<file path="src/rtl/rr_onehot_arbiter.sv">
// Round-robin arbiter with a registered one-hot grant and binary index; an owner keeps the grant until it drops req.
// Optional RR_ARB_TIMEOUT_EN: bounds each grant to MAX_HOLD cycles and pulses timeout on forced revocation.
module rr_onehot_arbiter #(
  parameter int NUM_REQ  = 16,
  parameter int IDX_W    = 4,
  parameter int MAX_HOLD = 64
) (
  input  logic               clk,
  input  logic               rst_n,
  input  logic               en,
  input  logic [NUM_REQ-1:0] req,
  output logic [NUM_REQ-1:0] gnt,
  output logic [IDX_W-1:0]   gnt_idx,
  output logic               gnt_valid,
  output logic               timeout
);

  // Handshake: req[i] is a level held by requester i for as long as it wants the
  // resource; gnt[i] is the registered answer, and dropping req[i] ends the grant
  // on the next clock. No request is stored, so only levels present at a clock edge count.

  typedef enum logic {
    IDLE  = 1'b0,
    GRANT = 1'b1
  } state_e;

  localparam logic [IDX_W:0]   NUM_REQ_EXT = (IDX_W+1)'(NUM_REQ);
  localparam logic [IDX_W-1:0] LAST_IDX    = IDX_W'(NUM_REQ - 1);

  state_e               state_q, state_d;
  logic [IDX_W-1:0]     ptr_q, ptr_d;
  logic [IDX_W-1:0]     gnt_idx_q, gnt_idx_d;
  logic                 gnt_valid_q, gnt_valid_d;
  logic [NUM_REQ-1:0]   gnt_q, gnt_d;
  logic                 timeout_q, timeout_d;

  logic                 any_req;
  logic                 win_found;
  logic [IDX_W-1:0]     win_idx;
  logic [IDX_W:0]       cand;
  logic [NUM_REQ-1:0]   win_onehot;
  logic                 hold_ok;
  logic                 expire;
  logic                 grant_start;
  logic                 drop;
  logic [IDX_W-1:0]     ptr_after;

  assign any_req   = |req;
  assign hold_ok   = en && req[gnt_idx_q];
  assign ptr_after = (gnt_idx_q == LAST_IDX) ? '0 : gnt_idx_q + 1'b1;

  // Search upward from ptr with wraparound; the first set request wins.
  always_comb begin
    win_found = 1'b0;
    win_idx   = '0;
    cand      = '0;
    for (int k = 0; k < NUM_REQ; k++) begin
      cand = {1'b0, ptr_q} + (IDX_W+1)'(k);
      if (cand >= NUM_REQ_EXT) begin
        cand = cand - NUM_REQ_EXT;
      end
      if (!win_found && req[cand[IDX_W-1:0]]) begin
        win_found = 1'b1;
        win_idx   = cand[IDX_W-1:0];
      end
    end
  end

  assign win_onehot = {{(NUM_REQ-1){1'b0}}, 1'b1} << win_idx;

`ifdef RR_ARB_TIMEOUT_EN
  localparam int CNT_W = $clog2(MAX_HOLD);

  logic [CNT_W-1:0] hold_cnt_q, hold_cnt_d;

  assign expire = (hold_cnt_q == CNT_W'(MAX_HOLD - 1));

  // Counts grant cycles already shown on gnt; zero on the first visible cycle.
  always_comb begin
    hold_cnt_d = hold_cnt_q;
    if (grant_start) begin
      hold_cnt_d = '0;
    end else if (state_q == GRANT) begin
      hold_cnt_d = hold_cnt_q + 1'b1;
    end
  end

  always_ff @(posedge clk or negedge rst_n) begin
    if (!rst_n) begin
      hold_cnt_q <= '0;
    end else begin
      hold_cnt_q <= hold_cnt_d;
    end
  end
`else
  assign expire = 1'b0;
`endif

  always_ff @(posedge clk or negedge rst_n) begin
    if (!rst_n) begin
      state_q     <= IDLE;
      ptr_q       <= '0;
      gnt_idx_q   <= '0;
      gnt_valid_q <= 1'b0;
      gnt_q       <= '0;
      timeout_q   <= 1'b0;
    end else begin
      state_q     <= state_d;
      ptr_q       <= ptr_d;
      gnt_idx_q   <= gnt_idx_d;
      gnt_valid_q <= gnt_valid_d;
      gnt_q       <= gnt_d;
      timeout_q   <= timeout_d;
    end
  end

  always_comb begin
    state_d     = state_q;
    ptr_d       = ptr_q;
    grant_start = 1'b0;
    drop        = 1'b0;
    case (state_q)
      IDLE: begin
        if (en && any_req && win_found) begin
          state_d     = GRANT;
          grant_start = 1'b1;
        end
      end
      GRANT: begin
        // Release and revocation both hand the lowest priority to the old owner.
        if (!hold_ok || expire) begin
          state_d = IDLE;
          ptr_d   = ptr_after;
          drop    = 1'b1;
        end
      end
      default: begin
        state_d = IDLE;
      end
    endcase
  end

  always_comb begin
    gnt_idx_d   = gnt_idx_q;
    gnt_valid_d = gnt_valid_q;
    gnt_d       = gnt_q;
    timeout_d   = 1'b0;
    if (grant_start) begin
      gnt_idx_d   = win_idx;
      gnt_valid_d = 1'b1;
      gnt_d       = win_onehot;
    end else if (drop) begin
      gnt_valid_d = 1'b0;
      gnt_d       = '0;
      timeout_d   = hold_ok && expire;
    end
  end

  assign gnt       = gnt_q;
  assign gnt_idx   = gnt_idx_q;
  assign gnt_valid = gnt_valid_q;
  assign timeout   = timeout_q;

endmodule

</file>
<file path="config.mk">
export PLATFORM = sky130hd
export DESIGN_NAME = rr_onehot_arbiter
export DESIGN_NICKNAME = d
export VERILOG_FILES = /design/src/rtl/rr_onehot_arbiter.sv
export SDC_FILE = /design/constraint.sdc
export NUM_CORES = 1
export LEC_CHECK = 0
export CORE_AREA = 2 2 127 129
export CTS_CLUSTER_SIZE = 10
export DETAILED_ROUTE_END_ITERATION = 7
export DIE_AREA = 0 0 129 131
export GPL_TIMING_DRIVEN = 0
export PLACE_DENSITY = 0.51
export REMOVE_ABC_BUFFERS = 1
export SYNTH_ARGS = -nofsm -noshare
export SYNTH_HDL_FRONTEND = slang
export SYNTH_SLANG_ARGS = --single-unit
export TNS_END_PERCENT = 20
</file>
<file path="constraint.sdc">
create_clock -name clk -period 14 [get_ports clk]
set_input_delay 2.8 -clock clk [delete_from_list [all_inputs] [get_ports clk]]
set_output_delay 2.8 -clock clk [all_outputs]
set_load 0.02 [all_outputs]
</file>
==> impl_metrics.toml <==
[setup_path]
cp_max_fo = 16
crit_path_end = "gnt[11]"
r2r_slack_ps = 6840
crit_type = "primary input to flop"
crit_start = "req[0]"
crit-reg2reg-launch = "ptr_q[1]"
end_kind = "flop"
rr_worst_depth = 11
cp-start-kind = "primary input"
critical_path_arrival_ps = 7380
regToRegEndpoint = "gnt[11]"
required_ps = 14170

[route]
wl_met3_um = 620
routed_wl_um = 12160
route.antenna.remaining_nets = 0
wl_per_cell_um = 18.94
vias = 3632
vias_per_cell = 5.657
wl_met1_um = 5800
drt_pass1_iterations = 4
drtIter0Drc = 334
top_layer_used = "met4"
drc = 0
wl_met2_um = 5459

[sta]
hold_ws_ps = 477.7
fin_tns_setup_ps = 0
setup_viol = 0
timing.fmax_mhz = 138.7
layout_min_cycle_time_ps = 7209
fin_skew_ps = 5.518
hold_viol = 0
maxSlewViolCount = 0
rsz0062_at_grt = "false"
final.period_utilization_pct = 51.49
tightest_slew_ps = 1271
setup_slack_ps = 6791
slew_headroom_pct = 15.24

[cts]
cts_setup_buffers = 0
ctsHoldBuffers = 0
clock-sinks = 26
post_cts_resize_count = 0
cts_tree = "done"
root_buffer = "clkbuf_16"
clk_pin_slew_ps = 70
clock_tree.buffer_depth = 2
h-tree-depth = 1
tritoncts.num_buffers = 3
clkLatencyLatePin_ps = 260

[synth]
synth-compound-area-share_pct = 23.24
netlist-cell-type-count = 83
async_flop_share_pct = 100.0
yosysTopAreaCell = "mux4_2"
post-synth-top-count-cell = "nand2_1"
synthXorXnorAreaFrac_pct = 2.676
ys.flop_type = "dfrtp_1"
postSynthCellCount = 408
ys_seq_area_share_pct = 16.97
synth-adder-area-share_pct = 2.611
synth.mux.area_fraction_pct = 32.77
synth_edf_count = 0
synth_top_area_share_pct = 20.56
synth_top_family_by_area = "multiplexers"
ys_ff_latch = 26
yosysWarnings = 0
avgSynthCellArea_um2 = 9.396
netlist_top_cells_area = "mux4_2 (21%), dfrtp_1 (17%), mux2i_1 (6.0%)"
yosys.area_share.simple_pct = 16.61
synth_commonest_cells = "nand2_1 (51), mux4_2 (35), dfrtp_1 (26)"
synth_area_mm2 = 0.003834

[die]
row_count = 46
pin_count = 41
die_h_um = 131
die_x_um = 129
start_util_pct = 24.58
dieArea_mm2 = 0.01690
core_area_mm2 = 0.01560

[final_layout]
syn_to_final_growth_pct = 16.68
drive_gt1_share_pct = 18.31
layout.nets = 454
diodes = 0

[min_path]
hold_class = "flop to flop"

[global_route]
grt_pass1_wl_um = 19850
overflow = 0
grt_max_degree = 42
antenna_found_initial = 0
grt_pass1_vias = 3515
grt_usage_pct = 14.69

[place]
portBuffers = 39
pre_cts_slack_ps = 6584
gp_congestion = 0.8908
dp_hpwl_um = 9144

[outcome]
status = "completed"

[job]
cap_violations = 0
## worst max-delay path, cell delays in order
cell and delay [ps]:
clkdlybuf4s50_1 590, mux4_2 560, mux2i_1 330, o211ai_1 360, a2111oi_4 690, nand4_1 540, o41a_1 710, nor2_2 560
nand2_1 160, o31ai_2 80
## worst min path at each step
stage              start         to  slack (ps)  cells past startpoint
3_3_place_gp   gnt_valid  gnt_valid         460                      1
4_1_cts           gnt[1]     gnt[1]         480                      2
5_1_grt           gnt[1]     gnt[1]         500                      2
3_5_place_dp      gnt[1]     gnt[1]         470                      2
2_1_floorplan    state_q    state_q         520                      1
6_report          gnt[1]     gnt[1]         480                      2
## metal layers
metal / global-route usage (%) / vias up
met5: 0 / -
met1: 21.49 / 1792
li1: - / 1657
met3: 1.507 / 31
met2: 23.22 / 152
met4: 3.772 / 0
## final cells by class
| cell class | instances | area, um2 |
|---|---|---|
| sequential | 26 | 651.9 |
| inverter | 12 | 45.04 |
| clock inverter | 1 | 30.03 |
| timing repair buffer | 40 | 410.4 |
| clock buffer | 3 | 75.07 |
| fill | 1650 | 11120 |
| multi-input combinational | 344 | 2990 |
| tap | 216 | 270.3 |
## flip-flops by register name, indices dropped and copies added (netlist names)
| name | flops |
|---|---|
| state_q | 1 |
| gnt_idx | 4 |
| gnt_valid | 1 |
| ptr_q | 4 |
| gnt | 16 |
## layout by cell type, fill, tap and decap left out, types with 5 or more instances in the layout
| master | instances |
|---|---|
| a31oi_1 | 5 |
| mux2_2 | 10 |
| nand4_1 | 7 |
| inv_1 | 8 |
| o31ai_1 | 17 |
| o21ai_0 | 16 |
| nand2_1 | 51 |
| ha_1 | 8 |
| nor2b_1 | 6 |
| clkdlybuf4s50_1 | 39 |
| mux4_2 | 35 |
| mux2i_1 | 23 |
| nor3_1 | 10 |
| a21oi_1 | 24 |
| mux2_4 | 5 |
| nand3_1 | 9 |
| nor2_1 | 19 |
| dfrtp_1 | 25 |
## kinds of logic (layout without fill, tap and decap cells)
logic type,after synthesis,after routing
simple gates,129,129
buf+inv,38,56
flops,26,26
compound gates,119,119
other cells,1,1
fa+ha+maj,8,8
xor+xnor,10,10
mux,77,77
## through the flow
| step | cells | util [%] | area (um2) |
|---|---|---|---|
| 2_1_floorplan | 382 | - | 3686 |
| 3_3_place_gp | 637 | 27.87 | 4347 |
| 3_5_place_dp | 638 | 28.00 | 4368 |
| 4_1_cts | 642 | 28.68 | 4473 |
| 5_1_grt | 642 | 28.68 | 4473 |
| 6_report | 642 | 28.68 | 4473 |
Power is not shown: default switching activity piles up to over one toggle a cycle in this logic, so the estimate is an artifact.
